### config.mk
export PLATFORM = sky130hd
export DESIGN_NAME = data_mem_access_flat
export DESIGN_NICKNAME = d
export VERILOG_FILES = /design/src/rtl/data_mem_access_pkg.sv /design/src/rtl/data_mem_access_if.sv /design/src/rtl/data_mem_access_mem_load_ext.sv /design/src/rtl/data_mem_access.sv /design/src/flat_wrapper.sv
export SDC_FILE = /design/constraint.sdc
export NUM_CORES = 1
export LEC_CHECK = 0
export CAP_MARGIN = 40
export CELL_PAD_IN_SITES_DETAIL_PLACEMENT = 0
export CELL_PAD_IN_SITES_GLOBAL_PLACEMENT = 1
export CORE_UTILIZATION = 29
export DETAILED_ROUTE_END_ITERATION = 7
export PLACE_DENSITY = 0.77
export RECOVER_POWER = 100
export SYNTH_ARGS = -nofsm -noshare
export SYNTH_HDL_FRONTEND = slang
export SYNTH_SLANG_ARGS = --single-unit
### constraint.sdc
create_clock -name clk -period 2.6 [get_ports clk]
set_input_delay 0.26 -clock clk [delete_from_list [all_inputs] [get_ports clk]]
set_output_delay 0.26 -clock clk [all_outputs]
set_load 0.02 [all_outputs]
### src/rtl/data_mem_access_pkg.sv
// data_mem_access_pkg
//   Shared definitions for the MEM-stage load/store unit: bit positions of
//   the decoder's one-hot l_s_type vector, bus size encodings, the access
//   FSM state type and small decode/format helpers.
package data_mem_access_pkg;

  localparam int DW = 32;

  // One-hot l_s_type bit positions: {lw,lh,lhu,lb,lbu,sw,sh,sb}
  localparam int LS_LW  = 7;
  localparam int LS_LH  = 6;
  localparam int LS_LHU = 5;
  localparam int LS_LB  = 4;
  localparam int LS_LBU = 3;
  localparam int LS_SW  = 2;
  localparam int LS_SH  = 1;
  localparam int LS_SB  = 0;

  localparam logic [1:0] DSIZE_BYTE = 2'd0;
  localparam logic [1:0] DSIZE_HALF = 2'd1;
  localparam logic [1:0] DSIZE_WORD = 2'd2;

  typedef enum logic [1:0] {
    ST_IDLE = 2'd0,
    ST_REQ  = 2'd1,
    ST_WAIT = 2'd2,
    ST_HOLD = 2'd3
  } state_t;

  function automatic logic is_load(input logic [7:0] t);
    return |t[LS_LW:LS_LBU];
  endfunction

  function automatic logic is_store(input logic [7:0] t);
    return |t[LS_SW:LS_SB];
  endfunction

  function automatic logic [1:0] size_of(input logic [7:0] t);
    logic [1:0] s;
    if (t[LS_LW] | t[LS_SW]) s = DSIZE_WORD;
    else if (t[LS_LH] | t[LS_LHU] | t[LS_SH]) s = DSIZE_HALF;
    else s = DSIZE_BYTE;
    return s;
  endfunction

  // Byte/half stores are replicated over every lane so the slave can pick
  // the lane from the address without a shifter on this side.
  function automatic logic [DW-1:0] store_data(input logic [7:0] t,
                                               input logic [DW-1:0] w);
    logic [DW-1:0] d;
    if (t[LS_SB]) d = {4{w[7:0]}};
    else if (t[LS_SH]) d = {2{w[15:0]}};
    else d = w;
    return d;
  endfunction

  function automatic logic align_err(input logic [7:0] t, input logic [1:0] a);
    logic word_s;
    logic half_s;
    word_s = t[LS_LW] | t[LS_SW];
    half_s = t[LS_LH] | t[LS_LHU] | t[LS_SH];
    return (word_s & (a != 2'd0)) | (half_s & a[0]);
  endfunction

endpackage

### src/rtl/data_mem_access_if.sv
// data_mem_access_if
//   Data-side SRAM-like bus (req/addr_ok/data_ok handshake).
//   master: drives data_req, data_wr, data_size, data_addr, data_wdata;
//           receives data_addr_ok, data_data_ok, data_rdata.
//   slave : the opposite directions.
interface data_mem_access_if;
  import data_mem_access_pkg::*;

  logic          data_req;
  logic          data_wr;
  logic [1:0]    data_size;
  logic [DW-1:0] data_addr;
  logic [DW-1:0] data_wdata;
  logic          data_addr_ok;
  logic          data_data_ok;
  logic [DW-1:0] data_rdata;

  modport master (
    output data_req, data_wr, data_size, data_addr, data_wdata,
    input  data_addr_ok, data_data_ok, data_rdata
  );

  modport slave (
    input  data_req, data_wr, data_size, data_addr, data_wdata,
    output data_addr_ok, data_data_ok, data_rdata
  );
endinterface

### src/rtl/data_mem_access_mem_load_ext.sv
// mem_load_ext
//   Combinational load-data formatter: selects the byte/half lane from the
//   word-lane read data and sign- or zero-extends it.
//   in : l_s_type (one-hot op), addr_lo (addr[1:0]), rdata (32-bit word lane)
//   out: ext (32-bit extended result; lw and non-load ops pass rdata through)
module mem_load_ext
  import data_mem_access_pkg::*;
(
  input  logic [7:0]    l_s_type,
  input  logic [1:0]    addr_lo,
  input  logic [DW-1:0] rdata,
  output logic [DW-1:0] ext
);

  logic [7:0]  byte_s;
  logic [15:0] half_s;
  logic        unused_s;

  // Store bits and the lw bit are not needed here; lw takes the pass-through path.
  assign unused_s = ^{l_s_type[LS_LW], l_s_type[LS_SW:LS_SB]};

  // Byte lane select from the low address bits.
  always_comb begin
    byte_s = rdata[7:0];
    case (addr_lo)
      2'd0:    byte_s = rdata[7:0];
      2'd1:    byte_s = rdata[15:8];
      2'd2:    byte_s = rdata[23:16];
      2'd3:    byte_s = rdata[31:24];
      default: byte_s = rdata[7:0];
    endcase
  end

  assign half_s = addr_lo[1] ? rdata[31:16] : rdata[15:0];

  // Extension according to the load flavour.
  always_comb begin
    ext = rdata;
    if (l_s_type[LS_LB]) ext = {{24{byte_s[7]}}, byte_s};
    else if (l_s_type[LS_LBU]) ext = {24'd0, byte_s};
    else if (l_s_type[LS_LH]) ext = {{16{half_s[15]}}, half_s};
    else if (l_s_type[LS_LHU]) ext = {16'd0, half_s};
    else ext = rdata;
  end

endmodule

### src/rtl/data_mem_access.sv
// data_mem_access
//   MEM-stage load/store unit. Checks alignment (adel/ades), issues the
//   access on the data bus, stalls IF..MEM until it completes and returns
//   the extended load data (registered) to MEM/WB.
//   clk, rst (sync, active-low); mem_valid, l_s_type, addr, wdata_in, flush
//   from the pipeline; stall, load_data, adel, ades, bad_addr to the
//   pipeline/CP0; bus: data-side SRAM-like master port.
//   A flush after the bus accepted the request cannot recall it, so the FSM
//   waits in WAIT with cancel set to swallow the orphan response.
module data_mem_access
  import data_mem_access_pkg::*;
#(
  parameter int ADDR_W = 32
) (
  input  logic              clk,
  input  logic              rst,
  input  logic              mem_valid,
  input  logic [7:0]        l_s_type,
  input  logic [ADDR_W-1:0] addr,
  input  logic [ADDR_W-1:0] wdata_in,
  input  logic              flush,
  output logic              stall,
  output logic [ADDR_W-1:0] load_data,
  output logic              adel,
  output logic              ades,
  output logic [ADDR_W-1:0] bad_addr,
  data_mem_access_if.master bus
);

  state_t            state_r, state_nxt_s;
  logic              cancel_r, cancel_nxt_s;
  logic [7:0]        type_r;
  logic [ADDR_W-1:0] addr_r;
  logic [1:0]        size_r;
  logic [ADDR_W-1:0] wdata_r;
  logic [ADDR_W-1:0] load_data_r;
  logic [ADDR_W-1:0] ext_s;
  logic              err_s, start_s, latch_s, ld_upd_s, req_s, stall_s;

  assign err_s    = align_err(l_s_type, addr[1:0]);
  assign adel     = mem_valid & is_load(l_s_type) & err_s;
  assign ades     = mem_valid & is_store(l_s_type) & err_s;
  assign bad_addr = addr;
  assign start_s  = mem_valid & (|l_s_type) & ~err_s & ~flush;

  mem_load_ext u_ext (
    .l_s_type (type_r),
    .addr_lo  (addr_r[1:0]),
    .rdata    (bus.data_rdata),
    .ext      (ext_s)
  );

  // Next-state, handshake and stall decode.
  always_comb begin
    state_nxt_s  = state_r;
    cancel_nxt_s = cancel_r;
    stall_s      = 1'b0;
    req_s        = 1'b0;
    latch_s      = 1'b0;
    ld_upd_s     = 1'b0;
    case (state_r)
      ST_IDLE: begin
        stall_s = start_s;
        if (start_s) begin
          latch_s     = 1'b1;
          state_nxt_s = ST_REQ;
        end else begin
          state_nxt_s = ST_IDLE;
        end
      end
      ST_REQ: begin
        req_s   = 1'b1;
        stall_s = 1'b1;
        // addr_ok beats a simultaneous flush: the access is committed.
        if (bus.data_addr_ok) begin
          state_nxt_s  = ST_WAIT;
          cancel_nxt_s = flush;
        end else if (flush) begin
          state_nxt_s = ST_IDLE;
        end else begin
          state_nxt_s = ST_REQ;
        end
      end
      ST_WAIT: begin
        // While cancelled only a newly arriving access is held off.
        stall_s = cancel_r ? start_s : 1'b1;
        if (bus.data_data_ok) begin
          if (cancel_r | flush) begin
            state_nxt_s  = ST_IDLE;
            cancel_nxt_s = 1'b0;
          end else begin
            state_nxt_s = ST_HOLD;
            ld_upd_s    = is_load(type_r);
          end
        end else begin
          state_nxt_s  = ST_WAIT;
          cancel_nxt_s = cancel_r | flush;
        end
      end
      ST_HOLD: begin
        stall_s     = 1'b0;
        state_nxt_s = ST_IDLE;
      end
      default: begin
        state_nxt_s  = ST_IDLE;
        cancel_nxt_s = 1'b0;
      end
    endcase
  end

  // State, cancel flag, latched request fields and load result.
  always_ff @(posedge clk) begin
    if (!rst) begin
      state_r     <= ST_IDLE;
      cancel_r    <= 1'b0;
      type_r      <= 8'd0;
      addr_r      <= '0;
      size_r      <= 2'd0;
      wdata_r     <= '0;
      load_data_r <= '0;
    end else begin
      state_r  <= state_nxt_s;
      cancel_r <= cancel_nxt_s;
      if (latch_s) begin
        type_r  <= l_s_type;
        addr_r  <= addr;
        size_r  <= size_of(l_s_type);
        wdata_r <= store_data(l_s_type, wdata_in);
      end
      if (ld_upd_s) begin
        load_data_r <= ext_s;
      end
    end
  end

  assign stall          = stall_s;
  assign load_data      = load_data_r;
  assign bus.data_req   = req_s;
  assign bus.data_wr    = is_store(type_r);
  assign bus.data_size  = size_r;
  assign bus.data_addr  = addr_r;
  assign bus.data_wdata = wdata_r;

endmodule

### src/flat_wrapper.sv
// flat-port wrapper written by rule: the top's interface ports become plain ports
module data_mem_access_flat import data_mem_access_pkg::*;
#(
  parameter int ADDR_W = 32
)
  (clk, rst, mem_valid, l_s_type, addr, wdata_in, flush, stall, load_data, adel, ades, bad_addr, bus_data_req, bus_data_wr, bus_data_size, bus_data_addr, bus_data_wdata, bus_data_addr_ok, bus_data_data_ok, bus_data_rdata);
  data_mem_access_if bus_i ();
  input  logic clk;
  input  logic rst;
  input  logic mem_valid;
  input  logic [7:0] l_s_type;
  input  logic [ADDR_W-1:0] addr;
  input  logic [ADDR_W-1:0] wdata_in;
  input  logic flush;
  output logic stall;
  output logic [ADDR_W-1:0] load_data;
  output logic adel;
  output logic ades;
  output logic [ADDR_W-1:0] bad_addr;
  output wire logic [$bits(bus_i.data_req)-1:0] bus_data_req;
  output wire logic [$bits(bus_i.data_wr)-1:0] bus_data_wr;
  output wire logic [$bits(bus_i.data_size)-1:0] bus_data_size;
  output wire logic [$bits(bus_i.data_addr)-1:0] bus_data_addr;
  output wire logic [$bits(bus_i.data_wdata)-1:0] bus_data_wdata;
  input wire logic [$bits(bus_i.data_addr_ok)-1:0] bus_data_addr_ok;
  input wire logic [$bits(bus_i.data_data_ok)-1:0] bus_data_data_ok;
  input wire logic [$bits(bus_i.data_rdata)-1:0] bus_data_rdata;
  assign bus_data_req = bus_i.data_req;
  assign bus_data_wr = bus_i.data_wr;
  assign bus_data_size = bus_i.data_size;
  assign bus_data_addr = bus_i.data_addr;
  assign bus_data_wdata = bus_i.data_wdata;
  assign bus_i.data_addr_ok = bus_data_addr_ok;
  assign bus_i.data_data_ok = bus_data_data_ok;
  assign bus_i.data_rdata = bus_data_rdata;
  data_mem_access #(.ADDR_W(ADDR_W)) u_core (.clk(clk), .rst(rst), .mem_valid(mem_valid), .l_s_type(l_s_type), .addr(addr), .wdata_in(wdata_in), .flush(flush), .stall(stall), .load_data(load_data), .adel(adel), .ades(ades), .bad_addr(bad_addr), .bus(bus_i));
endmodule
==> flow_metrics.tcl <==
set metrics [dict create \
    status "complete, no violations" \
    cp_num_buf_inv 2 \
    antenna_found_initial 0 \
    cts_tree "built" \
    overflow 0 \
    post_drt_via_cell_ratio 4.86 \
    pwr-share-seq_pct 45.6 \
    setup_viol 0 \
    arrival_ns 2.11 \
    wl_per_cell_um 16.3 \
    setup_slack_ns 0.229 \
    synthArstFlopShare_pct 0 \
    drive_gt1_share_pct 7.61 \
    syn-cell-area_um2 5290 \
    cts-root-buf "clkbuf_16" \
    gp_congestion 0.792 \
    clkLatencyLatePin_ns 0.35 \
    ys_seq_area_share_pct 41.3 \
    synth_area_leaders "dfxtp_1 (41%), nand2_1 (11%), mux2i_1 (7.6%)" \
    relSlewSlack_pct 55.0 \
    n_fill_cell 1805 \
    reg2reg_depth 6 \
    synth_top_cell_area_share_pct 41.3 \
    floorplan.initialDensity_pct 29.5 \
    port-buffer-count 244 \
    stdcell_area_um2 8010 \
    die_x_um 137 \
    crit_family "buffers and inverters" \
    drt_wl_total_um 17200 \
    critPathLaunchType "input port" \
    grt_max_degree 55 \
    fp.dieH_um 137 \
    ctsHoldBuffers 0 \
    power_density_nw_per_um2 470 \
    synth_top_area_cell "dfxtp_1" \
    antenna_left 0 \
    tritoncts.num_buffers 9 \
    clkTransAtPathRegs_ns 0.07 \
    cp-end-kind "output port" \
    design.core.area_um2 17900 \
    synth_cell_type_count 43 \
    yosys.cell_count.top_type "nand2_1" \
    dpl_cell_area_um2 7780 \
    p_leak_uw 0.00321 \
    regToRegSetupSlack_ns 0.30 \
    hpwl_um 12700 \
    cap_violations 0 \
    synth_common_cells "nand2_1 (148), dfxtp_1 (109), o21ai_0 (65)" \
    synth_ff_type "dfxtp_1" \
    fmax_mhz 422 \
    min_to "u_core.type_r[4]" \
    yosys_warnings 0 \
    period_share_pct 91.2 \
    drcViolationCount 0 \
    fin_crit_ns 2.37 \
    min_path_type "input port to flop" \
    switching_share_pct 25.8 \
    ys_ff_latch 109 \
    clock-skew-final_ns 0.00621 \
    path_max_fanout 2 \
    num_rows 49 \
    crit_type "input port to output port" \
    whs_path_depth 3 \
    fin_nets 934 \
    r2r_start "u_core.bus.data_addr[1]" \
    power.switching_uw 972 \
    track_usage_pct 17.9 \
    critPathMaxStageDelay_ns 0.56 \
    ios 245 \
    grt_pass1_vias 4604 \
    power_frac_comb_pct 17.2 \
    report.final.slew_viol_count 0 \
    synth_cells 627 \
    synthToLayoutAreaGrowth_pct 51.6 \
    drt-pass1-iter-count 4 \
    grt_setup_unrepaired "false" \
    htree_levels 3 \
    clkPwrFrac_pct 37.2 \
    path_cells "clkdlybuf4s50_1, or4_1, o2111a_1, a21oi_1, o21bai_1, dlygate4sd2_1" \
    peakVddDrop_mv 0.280 \
    syn-num-nets 737 \
    cp.required_ns 2.34 \
    drt-initial-drc-count 244 \
    numClockSinks 109 \
    syn_area_per_cell_um2 8.43 \
    r2r_end "u_core.load_data[30]" \
    critPathSlowestCell "or4_1" \
    grt_pass1_wl_um 25900 \
    post-place-ws_ns -0.0159 \
    die_area_um2 18800 \
    worstMarginPinSlew_ns 0.674 \
    internal_power_uw 2800 \
    synth_edf_count 0 \
    final_hold_viol_count 0 \
    clk_path_buf_depth 2 \
    min_from "rst" \
    antenna_cells 0 \
    vias 5141 \
]
==> worst register-to-register path, stage by stage, from the launching register on <==
cell      delay [ns]
dfxtp_1         0.35
clkbuf_1        0.53
mux4_2          0.60
nand2_1         0.11
o311a_1         0.16
clkbuf_2        0.31
a21oi_1         0.13
==> power by group through the flow <==
stage / combinational [uW] / clock (uW) / sequential, uW
global placement: 682 / 0 / 1760
finish: 649 / 1400 / 1720
floorplan: 298 / 0 / 1790
CTS: 681 / 1450 / 1720
detailed placement: 680 / 0 / 1760
global route: 701 / 1520 / 1720
==> cells by family (layout without fill, tap and decap cells) <==
logic type             after synthesis  count (layout)  synth area share (%)
buffers and inverters               89             290                  9.77
AND/OR/NAND/NOR                    227             227                  19.0
flip-flops                         109             109                  41.3
multiplexers                        48              48                  11.0
AO/OA/AOI/OAI                      154             154                  19.0
==> how the worst max path moves through the flow <==
stage                               end               startpoint  cells past startpoint
2_1_floorplan                     stall              l_s_type[0]                      7
3_3_place_gp                      stall              l_s_type[3]                      6
3_5_place_dp   u_core.bus.data_addr[27]              l_s_type[5]                      8
4_1_cts                           stall              l_s_type[3]                      6
5_1_grt            u_core.load_data[21]  u_core.bus.data_addr[1]                      6
6_report                          stall              l_s_type[3]                      6
==> flip-flops by register name, indices dropped and copies added, names as in the netlist <==
register / count
u_core.bus.data_addr: 32
u_core.state_r: 2
u_core.bus.data_wdata: 32
u_core.type_r: 8
u_core.load_data: 32
u_core.bus.data_size: 2
u_core.cancel_r: 1
==> repair_timing <==
action	4_1_cts	5_1_grt
endpoints found under the setup margin	1	0
buffers inserted	0	0
gates resized for setup	1	0
==> layout make-up <==
cell class	instances	area [um2]	share of cell area, %
clock buffer	12	246	3.08
clock inverter	3	46.3	0.578
inverter	4	15.0	0.187
multi-input combinational	429	2570	32.1
sequential	109	2180	27.2
tap	229	287	3.58
timing repair buffer	271	2660	33.2
==> layout by cell type (no fill, tap or decap), types with 2 or more instances in the layout <==
| master | count |
|---|---|
| clkbuf_16 | 9 |
| clkdlybuf4s50_1 | 108 |
| nor2_1 | 22 |
| o221a_2 | 8 |
| mux4_2 | 8 |
| or3_1 | 9 |
| or4_1 | 2 |
| nand2b_1 | 8 |
| dlygate4sd3_1 | 134 |
| mux2i_1 | 40 |
| inv_1 | 3 |
| nand2_1 | 148 |
| clkbuf_1 | 5 |
| nand4_1 | 26 |
| a31oi_1 | 8 |
| buf_4 | 20 |
| a311oi_2 | 4 |
| a21oi_1 | 42 |
| buf_12 | 3 |
| o21ai_0 | 65 |
| dfxtp_1 | 109 |
| nor2b_1 | 3 |
| o31ai_1 | 3 |
| a311oi_1 | 12 |
| nor3_1 | 2 |
| clkbuf_2 | 2 |
==> metrics by stage <==
stage	TNS (ns)	power [uW]	utilization, %	hold slack [ns]	instances
2_1_floorplan	0	2090	-	0.394	627
3_3_place_gp	-0.00266	2440	43.4	0.439	1042
4_1_cts	0	3850	45.1	0.417	1057
5_1_grt	0	3940	44.8	0.450	1057
6_report	0	3770	44.8	0.421	1057
3_5_place_dp	-0.0941	2440	43.4	0.448	1042
==> per-layer routing <==
layer / vias to the layer above / global-route usage [%] / wire (um)
met5: - / 0 / 0
met4: 0 / 5.98 / 368
met3: 24 / 3.74 / 1080
met2: 184 / 27.3 / 7780
met1: 2350 / 25.0 / 8000
li1: 2583 / - / -
Note: power is estimated with default switching activity, not from simulation.
